File: config.mk
export PLATFORM = sky130hd
export DESIGN_NAME = friscv_rd_wr_arbiter_flat
export DESIGN_NICKNAME = d
export VERILOG_FILES = /design/src/rtl/friscv_rd_wr_arbiter_pkg.sv /design/src/rtl/friscv_rd_wr_arbiter_if.sv /design/src/rtl/friscv_rd_wr_arbiter_fifo.sv /design/src/rtl/friscv_rd_wr_arbiter.sv /design/src/flat_wrapper.sv
export SDC_FILE = /design/constraint.sdc
export NUM_CORES = 2
export LEC_CHECK = 0
export ABC_AREA = 1
export BUFFER_PORTS_ARGS = -buffer_cell sky130_fd_sc_hd__buf_2
export CAP_MARGIN = 20
export CORE_ASPECT_RATIO = 0.9
export CORE_UTILIZATION = 45
export CTS_BUF_LIST = sky130_fd_sc_hd__clkbuf_2
export CTS_CLUSTER_DIAMETER = 30
export DETAILED_ROUTE_END_ITERATION = 10
export GPL_TIMING_DRIVEN = 0
export PLACE_DENSITY = 0.61
export SLEW_MARGIN = 20
export SYNTH_ARGS = -nofsm -noshare
export SYNTH_HDL_FRONTEND = slang
export SYNTH_SLANG_ARGS = --single-unit
File: constraint.sdc
create_clock -name aclk -period 23.4 [get_ports aclk]
set_input_delay 0 -clock aclk [delete_from_list [all_inputs] [get_ports aclk]]
set_output_delay 0 -clock aclk [all_outputs]
set_load 0.1 [all_outputs]
File: src/rtl/friscv_rd_wr_arbiter_pkg.sv
// Shared friscv header package: rd write-port widths, the rd-entry layout
// and the round-robin pick helper reused by the processing stage.
`ifndef FRISCV_H_RD_ENTRY_MACROS
`define FRISCV_H_RD_ENTRY_MACROS
`define FRISCV_RD_STRB_W(xlen) ((xlen)/8)
`define FRISCV_RD_ENTRY_T(xlen) struct packed { logic [friscv_h::RD_W-1:0] addr; logic [(xlen)-1:0] val; logic [`FRISCV_RD_STRB_W(xlen)-1:0] strb; }
`endif

package friscv_h;

    localparam int RD_W        = 5;
    localparam int MAX_NB_UNIT = 4;

    // First requester after 'last', wrapping modulo n; -1 when nobody asks.
    function automatic int rr_pick(input int last, input logic [MAX_NB_UNIT-1:0] req, input int n);
        int pick;
        int idx;
        pick = -1;
        for (int k = 1; k <= MAX_NB_UNIT; k++) begin
            idx = (last + k) % n;
            if ((k <= n) && (pick < 0) && req[idx]) begin
                pick = idx;
            end else begin
                pick = pick;
            end
        end
        return pick;
    endfunction

endpackage

File: src/rtl/friscv_rd_wr_arbiter_if.sv
// Unit write ports and the single register-file write port of the rd arbiter.
interface friscv_rd_wr_arbiter_if #(
    parameter int XLEN    = 32,
    parameter int NB_UNIT = 3
);
    import friscv_h::*;

    logic [NB_UNIT-1:0]          unit_rd_wr;
    logic [NB_UNIT*RD_W-1:0]     unit_rd_addr;
    logic [NB_UNIT*XLEN-1:0]     unit_rd_val;
    logic [NB_UNIT*XLEN/8-1:0]   unit_rd_strb;
    logic                        rf_wr;
    logic                        rf_ready;
    logic [RD_W-1:0]             rf_addr;
    logic [XLEN-1:0]             rf_val;
    logic [XLEN/8-1:0]           rf_strb;

    modport master (
        output unit_rd_wr, unit_rd_addr, unit_rd_val, unit_rd_strb, rf_ready,
        input  rf_wr, rf_addr, rf_val, rf_strb
    );

    modport slave (
        input  unit_rd_wr, unit_rd_addr, unit_rd_val, unit_rd_strb, rf_ready,
        output rf_wr, rf_addr, rf_val, rf_strb
    );

endinterface

File: src/rtl/friscv_rd_wr_arbiter_fifo.sv
// Per-unit rd write FIFO; also exposes every slot's valid/addr so the
// arbiter can tell which registers still have a write in flight.
module friscv_rd_fifo
    import friscv_h::*;
#(
    parameter int XLEN       = 32,
    parameter int FIFO_DEPTH = 4
)(
    input  logic                         aclk,
    input  logic                         aresetn,
    input  logic                         srst,
    input  logic                         push,
    input  logic                         pop,
    input  logic [RD_W-1:0]              push_addr,
    input  logic [XLEN-1:0]              push_val,
    input  logic [XLEN/8-1:0]            push_strb,
    output logic                         full,
    output logic                         empty,
    output logic [RD_W-1:0]              head_addr,
    output logic [XLEN-1:0]              head_val,
    output logic [XLEN/8-1:0]            head_strb,
    output logic [FIFO_DEPTH-1:0]        ent_valid,
    output logic [FIFO_DEPTH*RD_W-1:0]   ent_addr
);

    localparam int PW = $clog2(FIFO_DEPTH);
    localparam logic [PW:0] PTR_ONE = {{PW{1'b0}}, 1'b1};

    typedef `FRISCV_RD_ENTRY_T(XLEN) rd_entry_t;

    rd_entry_t   mem_q [FIFO_DEPTH];
    rd_entry_t   mem_d [FIFO_DEPTH];
    logic [PW:0] wr_ptr_q, wr_ptr_d;
    logic [PW:0] rd_ptr_q, rd_ptr_d;
    logic [PW:0] count_s;
    logic [PW-1:0] offs_s;
    logic        push_ok_s;
    logic        pop_ok_s;

    // Status flags; the extra pointer bit separates full from empty.
    always_comb begin
        empty     = (wr_ptr_q == rd_ptr_q);
        full      = (wr_ptr_q[PW] != rd_ptr_q[PW]) && (wr_ptr_q[PW-1:0] == rd_ptr_q[PW-1:0]);
        pop_ok_s  = pop && !empty;
        push_ok_s = push && (!full || pop_ok_s);
    end

    // Next-state for storage and pointers.
    always_comb begin
        mem_d    = mem_q;
        wr_ptr_d = wr_ptr_q;
        rd_ptr_d = rd_ptr_q;
        if (push_ok_s) begin
            mem_d[wr_ptr_q[PW-1:0]] = '{addr: push_addr, val: push_val, strb: push_strb};
            wr_ptr_d                = wr_ptr_q + PTR_ONE;
        end else begin
            wr_ptr_d = wr_ptr_q;
        end
        if (pop_ok_s) begin
            rd_ptr_d = rd_ptr_q + PTR_ONE;
        end else begin
            rd_ptr_d = rd_ptr_q;
        end
    end

    // Head entry and per-slot occupancy, slot i live when its distance from rd_ptr is below count.
    always_comb begin
        head_addr = mem_q[rd_ptr_q[PW-1:0]].addr;
        head_val  = mem_q[rd_ptr_q[PW-1:0]].val;
        head_strb = mem_q[rd_ptr_q[PW-1:0]].strb;
        count_s   = wr_ptr_q - rd_ptr_q;
        offs_s    = '0;
        ent_valid = '0;
        ent_addr  = '0;
        for (int i = 0; i < FIFO_DEPTH; i++) begin
            offs_s                   = PW'(i) - rd_ptr_q[PW-1:0];
            ent_valid[i]             = ({1'b0, offs_s} < count_s);
            ent_addr[i*RD_W +: RD_W] = mem_q[i].addr;
        end
    end

    // Storage and pointer registers.
    always_ff @(posedge aclk or negedge aresetn) begin
        if (!aresetn) begin
            wr_ptr_q <= '0;
            rd_ptr_q <= '0;
            for (int i = 0; i < FIFO_DEPTH; i++) begin
                mem_q[i] <= '0;
            end
        end else if (srst) begin
            wr_ptr_q <= '0;
            rd_ptr_q <= '0;
        end else begin
            wr_ptr_q <= wr_ptr_d;
            rd_ptr_q <= rd_ptr_d;
            mem_q    <= mem_d;
        end
    end

endmodule

File: src/rtl/friscv_rd_wr_arbiter.sv
// Buffers per-unit rd writes and round-robins them onto one register-file
// write port; reports which integer registers still have a write pending.
module friscv_rd_wr_arbiter
    import friscv_h::*;
#(
    parameter int XLEN       = 32,
    parameter int NB_UNIT    = 3,
    parameter int FIFO_DEPTH = 4,
    parameter int NB_INT_REG = 32
)(
    input  logic                  aclk,
    input  logic                  aresetn,
    input  logic                  srst,
    friscv_rd_wr_arbiter_if.slave bus,
    output logic [NB_INT_REG-1:0] regs_sts,
    output logic [NB_UNIT-1:0]    overflow,
    output logic                  busy
);

    localparam int SW     = XLEN / 8;
    localparam int UW     = (NB_UNIT > 1) ? $clog2(NB_UNIT) : 1;
    localparam int RIDX_W = $clog2(NB_INT_REG);
    localparam logic [UW-1:0] LAST_RST = UW'(NB_UNIT - 1);

    logic [NB_UNIT-1:0]         push_s, pop_s, full_s, empty_s, sel_oh_s;
    logic [RD_W-1:0]            head_addr_s [NB_UNIT];
    logic [XLEN-1:0]            head_val_s  [NB_UNIT];
    logic [SW-1:0]              head_strb_s [NB_UNIT];
    logic [FIFO_DEPTH-1:0]      ent_valid_s [NB_UNIT];
    logic [FIFO_DEPTH*RD_W-1:0] ent_addr_s  [NB_UNIT];
    logic [MAX_NB_UNIT-1:0]     req_s;
    int                         pick_s;
    logic                       rf_wr_s, accept_s;
    logic [RD_W-1:0]            rf_addr_s;
    logic [XLEN-1:0]            rf_val_s;
    logic [SW-1:0]              rf_strb_s;
    logic [UW-1:0]              last_granted_q, last_granted_d;
    logic [NB_UNIT-1:0]         overflow_q, overflow_d;

    // Writes to x0 or with no strobe carry nothing and never enter a FIFO.
    always_comb begin
        push_s = '0;
        for (int u = 0; u < NB_UNIT; u++) begin
            push_s[u] = bus.unit_rd_wr[u]
                     && (bus.unit_rd_addr[u*RD_W +: RD_W] != '0)
                     && (bus.unit_rd_strb[u*SW +: SW] != '0);
        end
    end

    for (genvar u = 0; u < NB_UNIT; u++) begin : g_fifo
        friscv_rd_fifo #(
            .XLEN       (XLEN),
            .FIFO_DEPTH (FIFO_DEPTH)
        ) u_fifo (
            .aclk      (aclk),
            .aresetn   (aresetn),
            .srst      (srst),
            .push      (push_s[u]),
            .pop       (pop_s[u]),
            .push_addr (bus.unit_rd_addr[u*RD_W +: RD_W]),
            .push_val  (bus.unit_rd_val[u*XLEN +: XLEN]),
            .push_strb (bus.unit_rd_strb[u*SW +: SW]),
            .full      (full_s[u]),
            .empty     (empty_s[u]),
            .head_addr (head_addr_s[u]),
            .head_val  (head_val_s[u]),
            .head_strb (head_strb_s[u]),
            .ent_valid (ent_valid_s[u]),
            .ent_addr  (ent_addr_s[u])
        );
    end

    // Round-robin selection over FIFO heads; AND-OR mux keeps the datapath latch-free.
    always_comb begin
        req_s = '0;
        for (int u = 0; u < NB_UNIT; u++) begin
            req_s[u] = !empty_s[u];
        end
        pick_s    = rr_pick(int'(last_granted_q), req_s, NB_UNIT);
        rf_wr_s   = (pick_s >= 0);
        sel_oh_s  = '0;
        rf_addr_s = '0;
        rf_val_s  = '0;
        rf_strb_s = '0;
        for (int u = 0; u < NB_UNIT; u++) begin
            sel_oh_s[u] = (pick_s == u);
            rf_addr_s   = rf_addr_s | (head_addr_s[u] & {RD_W{sel_oh_s[u]}});
            rf_val_s    = rf_val_s  | (head_val_s[u]  & {XLEN{sel_oh_s[u]}});
            rf_strb_s   = rf_strb_s | (head_strb_s[u] & {SW{sel_oh_s[u]}});
        end
    end

    // Pop, pointer update and sticky overflow only move on an accepted write.
    always_comb begin
        accept_s       = rf_wr_s && bus.rf_ready;
        pop_s          = sel_oh_s & {NB_UNIT{bus.rf_ready}};
        last_granted_d = accept_s ? UW'(pick_s) : last_granted_q;
        overflow_d     = overflow_q | (push_s & full_s & ~pop_s);
    end

    // Pending-write map: a register is clear only when no live slot targets it.
    always_comb begin
        regs_sts = '1;
        for (int u = 0; u < NB_UNIT; u++) begin
            for (int i = 0; i < FIFO_DEPTH; i++) begin
                regs_sts[ent_addr_s[u][i*RD_W +: RIDX_W]] =
                    regs_sts[ent_addr_s[u][i*RD_W +: RIDX_W]] & !ent_valid_s[u][i];
            end
        end
        regs_sts[0] = 1'b1;
    end

    assign bus.rf_wr   = rf_wr_s;
    assign bus.rf_addr = rf_addr_s;
    assign bus.rf_val  = rf_val_s;
    assign bus.rf_strb = rf_strb_s;
    assign overflow    = overflow_q;
    assign busy        = |(~empty_s);

    // Arbitration pointer and overflow flags.
    always_ff @(posedge aclk or negedge aresetn) begin
        if (!aresetn) begin
            last_granted_q <= LAST_RST;
            overflow_q     <= '0;
        end else if (srst) begin
            last_granted_q <= LAST_RST;
            overflow_q     <= '0;
        end else begin
            last_granted_q <= last_granted_d;
            overflow_q     <= overflow_d;
        end
    end

endmodule

File: src/flat_wrapper.sv
// flat-port wrapper written by rule: the top's interface ports become plain ports
module friscv_rd_wr_arbiter_flat import friscv_h::*;
#(
    parameter int XLEN       = 32,
    parameter int NB_UNIT    = 3,
    parameter int FIFO_DEPTH = 4,
    parameter int NB_INT_REG = 32
)
  (aclk, aresetn, srst, regs_sts, overflow, busy, bus_unit_rd_wr, bus_unit_rd_addr, bus_unit_rd_val, bus_unit_rd_strb, bus_rf_ready, bus_rf_wr, bus_rf_addr, bus_rf_val, bus_rf_strb);
  friscv_rd_wr_arbiter_if #(.XLEN(XLEN), .NB_UNIT(NB_UNIT)) bus_i ();
  input  logic aclk;
  input  logic aresetn;
  input  logic srst;
  output logic [NB_INT_REG-1:0] regs_sts;
  output logic [NB_UNIT-1:0] overflow;
  output logic busy;
  input wire logic [$bits(bus_i.unit_rd_wr)-1:0] bus_unit_rd_wr;
  input wire logic [$bits(bus_i.unit_rd_addr)-1:0] bus_unit_rd_addr;
  input wire logic [$bits(bus_i.unit_rd_val)-1:0] bus_unit_rd_val;
  input wire logic [$bits(bus_i.unit_rd_strb)-1:0] bus_unit_rd_strb;
  input wire logic [$bits(bus_i.rf_ready)-1:0] bus_rf_ready;
  output wire logic [$bits(bus_i.rf_wr)-1:0] bus_rf_wr;
  output wire logic [$bits(bus_i.rf_addr)-1:0] bus_rf_addr;
  output wire logic [$bits(bus_i.rf_val)-1:0] bus_rf_val;
  output wire logic [$bits(bus_i.rf_strb)-1:0] bus_rf_strb;
  assign bus_i.unit_rd_wr = bus_unit_rd_wr;
  assign bus_i.unit_rd_addr = bus_unit_rd_addr;
  assign bus_i.unit_rd_val = bus_unit_rd_val;
  assign bus_i.unit_rd_strb = bus_unit_rd_strb;
  assign bus_i.rf_ready = bus_rf_ready;
  assign bus_rf_wr = bus_i.rf_wr;
  assign bus_rf_addr = bus_i.rf_addr;
  assign bus_rf_val = bus_i.rf_val;
  assign bus_rf_strb = bus_i.rf_strb;
  friscv_rd_wr_arbiter #(.XLEN(XLEN), .NB_UNIT(NB_UNIT), .FIFO_DEPTH(FIFO_DEPTH), .NB_INT_REG(NB_INT_REG)) u_core (.aclk(aclk), .aresetn(aresetn), .srst(srst), .bus(bus_i), .regs_sts(regs_sts), .overflow(overflow), .busy(busy));
endmodule
==> impl_metrics.tcl <==
set metrics [dict create \
    setup_viol 0 \
    regToRegSetupSlack_ps 14430 \
    die_h_um 274 \
    grt_setup_unrepaired "false" \
    synth_area_mm2 0.0371 \
    arrival_ps 15690 \
    regToRegEndpoint "u_core.g_fifo[0].u_fifo.mem_q[46]" \
    endpoint_kind "primary output" \
    fin_crit_sh_pct 67.1 \
    finalHoldViolations 0 \
    fin_nets 5985 \
    startpoint_type "flop" \
    max_stage_delay_ps 610 \
    pin_count 208 \
    fin_cells 6956 \
    synth.area.mux_share_pct 6.58 \
    outcome "complete, no violations" \
    fillers 7988 \
    ir_drop_mv 0.163 \
    powerDensity_mw_per_mm2 136 \
    worst-endpoint-required_ps 23400 \
    fin_setup_tns_ps 0 \
    cp_top_family "simple AND/OR/NAND/NOR gates" \
    antenna_found_initial 13 \
    areaGrowthSynthToFinish_pct 17.8 \
    grt_pass1_wl_um 206000 \
    max_clock_freq_mhz 63.7 \
    final_area_mm2 0.0437 \
    p_leak_nw 20.0 \
    ant_nets 0 \
    synth_top_family_by_area "simple AND/OR/NAND/NOR gates" \
    grt_pass1_vias 36700 \
    slew_viol_final 0 \
    synth_simple_gate_area_share_pct 30.1 \
    ctsResizeCount 0 \
    core_mm2 0.0814 \
    crit_start "u_core.g_fifo[0].u_fifo.rd_ptr_q[1]" \
    portBuffers 205 \
    path_buf_inv 18 \
    wl_per_cell_um 19.0 \
    firstDrtPassIters 8 \
    min_to "u_core.overflow[1]" \
    hold_path_depth 6 \
    maxCapViolCount 0 \
    syn_inst 5177 \
    clock_sinks 515 \
    dp_hpwl_um 98600 \
    crit_type "reg2out" \
    cts-buffers-inserted 134 \
    syn_nets 5355 \
    routabilityCongestion 0.955 \
    synth_compound_area_share_pct 17.0 \
    synthDistinctLibCells 48 \
    drt_iter0_markers 3673 \
    tightest_slew_ps 1080 \
    min_period_ps 15690 \
    min_from "bus_unit_rd_strb[5]" \
    insertion_delay_ps 1160 \
    synth-xor-area-share_pct 0.0944 \
    vias_per_cell 5.57 \
    dpl_cell_area_mm2 0.0396 \
    crit_fanout 12 \
    synthAdderAreaFrac_pct 1.68 \
    initial_core_util_pct 45.6 \
    maxSlewHeadroom_pct 27.6 \
    rr_startpoint "u_core.g_fifo[1].u_fifo.rd_ptr_q[1]" \
    wl_um 132000 \
    utilization_pct 53.7 \
    yosysWarnings 0 \
    die-area_mm2 0.0836 \
    drive_above_1_share_pct 18.2 \
    row_count 99 \
    grt_max_degree 97 \
    cts-root-buf "clkbuf_2" \
    dr_total_vias 38700 \
    cts_buffer_depth 3 \
    grt_remaining_overflow 0 \
    hold_class "in2reg" \
    worst_path_max_delay_cell "fa_1" \
    seq_area_frac_synth_pct 34.7 \
    route.detailed.drc 0 \
    fin_skew_ps 60.3 \
    ys_seq_elements 515 \
    htreeDepth 4 \
    die_w_um 305 \
    r2r_cells 32 \
    grtUsageTotal_pct 31.3 \
    hold_slack_ps 125 \
    path_clk_slew_ps 100 \
    cts_tree "yes" \
    synth.avg_cell_area_um2 7.17 \
    cp_common_cell "nand2_1" \
    dpl.cell_count 6448 \
]
-- Yosys cell counts (all sizes together) --
master       instances  share of area (%)
xnor2                2              0.047
mux2               217                6.6
o21ai              898                 12
inv                466                4.7
o21a                 1              0.020
nand4                5              0.084
or2                 24               0.40
fa                   3               0.16
dfstp                1              0.071
buf                 71                1.9
nor3b                2              0.040
o21bai              43               0.91
o211ai               6               0.12
nor2               491                5.2
nand3              500                9.0
a21boi               2              0.040
clkbuf             186                2.3
nand3b              26               0.53
a31oi                1              0.017
and3                 1              0.017
ha                  45                1.5
nor4                 5              0.084
conb                 1              0.010
nor3                28               0.38
clkinv              10               0.10
nand2             1331                 14
o311ai               1              0.024
dfrtp              514                 35
a21oi              276                3.7
xor2                 2              0.047
dlygate4sd1         11               0.26
a211oi               1              0.020
bufbuf               6               0.53
-- metal layers --
metal / track usage, % / routed length [µm]
met1: 45.0 / 61100
met2: 47.3 / 56800
met3: 4.90 / 10300
met4: 11.5 / 4050
met5: 0 / 23
-- per-stage QoR --
| step | setup WS (ps) | total power [W] |
|---|---|---|
| 2_1_floorplan | 11730 | 0.00423 |
| 3_3_place_gp | 9290 | 0.00513 |
| 3_5_place_dp | 9220 | 0.00516 |
| 4_1_cts | 7910 | 0.00585 |
| 5_1_grt | 6090 | 0.00634 |
| 6_report | 7710 | 0.00593 |
-- final cells by class --
| type | instances | area, µm² | share of cell area (%) |
|---|---|---|---|
| Tap cell | 1060 | 1330 | 3.03 |
| Buffer | 274 | 1850 | 4.23 |
| Sequential cell | 515 | 12900 | 29.5 |
| Inverter | 476 | 1790 | 4.09 |
| Multi-Input combinational cell | 3912 | 20600 | 47.1 |
| Clock inverter | 32 | 283 | 0.647 |
| Antenna cell | 8 | 20.0 | 0.0458 |
| Clock buffer | 185 | 926 | 2.12 |
| Timing Repair Buffer | 494 | 4050 | 9.26 |
-- flip-flops by register name, summed over array words and instances, names as in the netlist --
| name | flops |
|---|---|
| u_core.g_fifo.u_fifo.ent_addr | 60 |
| u_core.g_fifo.u_fifo.mem_q | 432 |
| u_core.g_fifo.u_fifo.rd_ptr_q | 9 |
| u_core.g_fifo.u_fifo.wr_ptr_q | 9 |
| u_core.last_granted_q | 2 |
| u_core.overflow | 3 |
-- where the power goes --
part | switching [W] | leakage [nW] | internal, W
Sequential | 0.000146 | 6.35 | 0.00117
Clock | 0.000375 | 0.906 | 0.000276
Combinational | 0.00284 | 12.7 | 0.00112
Total | 0.00336 | 20.0 | 0.00257
-- cell families after synthesis --
| logic type | Yosys count |
|---|---|
| other | 1 |
| adder cells (fa/ha/maj) | 48 |
| buffers and inverters | 750 |
| flip-flops | 515 |
| multiplexers | 217 |
| AND/OR/NAND/NOR | 2413 |
| XOR/XNOR | 4 |
| AO/OA/AOI/OAI | 1229 |
-- cell usage in the layout (no fill, tap or decap), drive strengths merged, types with 28 or more instances in the layout --
| master | instances |
|---|---|
| nand3 | 500 |
| a21oi | 276 |
| o21ai | 898 |
| ha | 45 |
| nor2 | 491 |
| buf | 283 |
| nand2 | 1331 |
| mux2 | 217 |
| nor3 | 28 |
| inv | 467 |
| clkbuf | 371 |
| o21bai | 43 |
| dlygate4sd3 | 282 |
| clkinv | 35 |
| dfrtp | 514 |
-- worst reg2reg max path, delay by kind of cell, from the launching register on --
kind / cells / cell delay (ps)
flops: 1 / 420
simple gates: 12 / 2360
buf+inv: 12 / 4460
compound gates: 7 / 1340
fa+ha+maj: 1 / 370
-- what timing repair did --
action | CTS | global route
hold buffers | 283 | 0
setup buffers | 0 | 0
endpoints found under the hold margin | 944 | 0
endpoints found under the setup margin | 0 | 0
-- worst max path at each step --
stage,endpoint,depth (start not counted)
2_1_floorplan,regs_sts[30],119
6_report,regs_sts[10],112
3_5_place_dp,regs_sts[19],120
3_3_place_gp,regs_sts[19],120
5_1_grt,regs_sts[19],119
4_1_cts,regs_sts[19],120
Power figures use the tool's default switching activity.
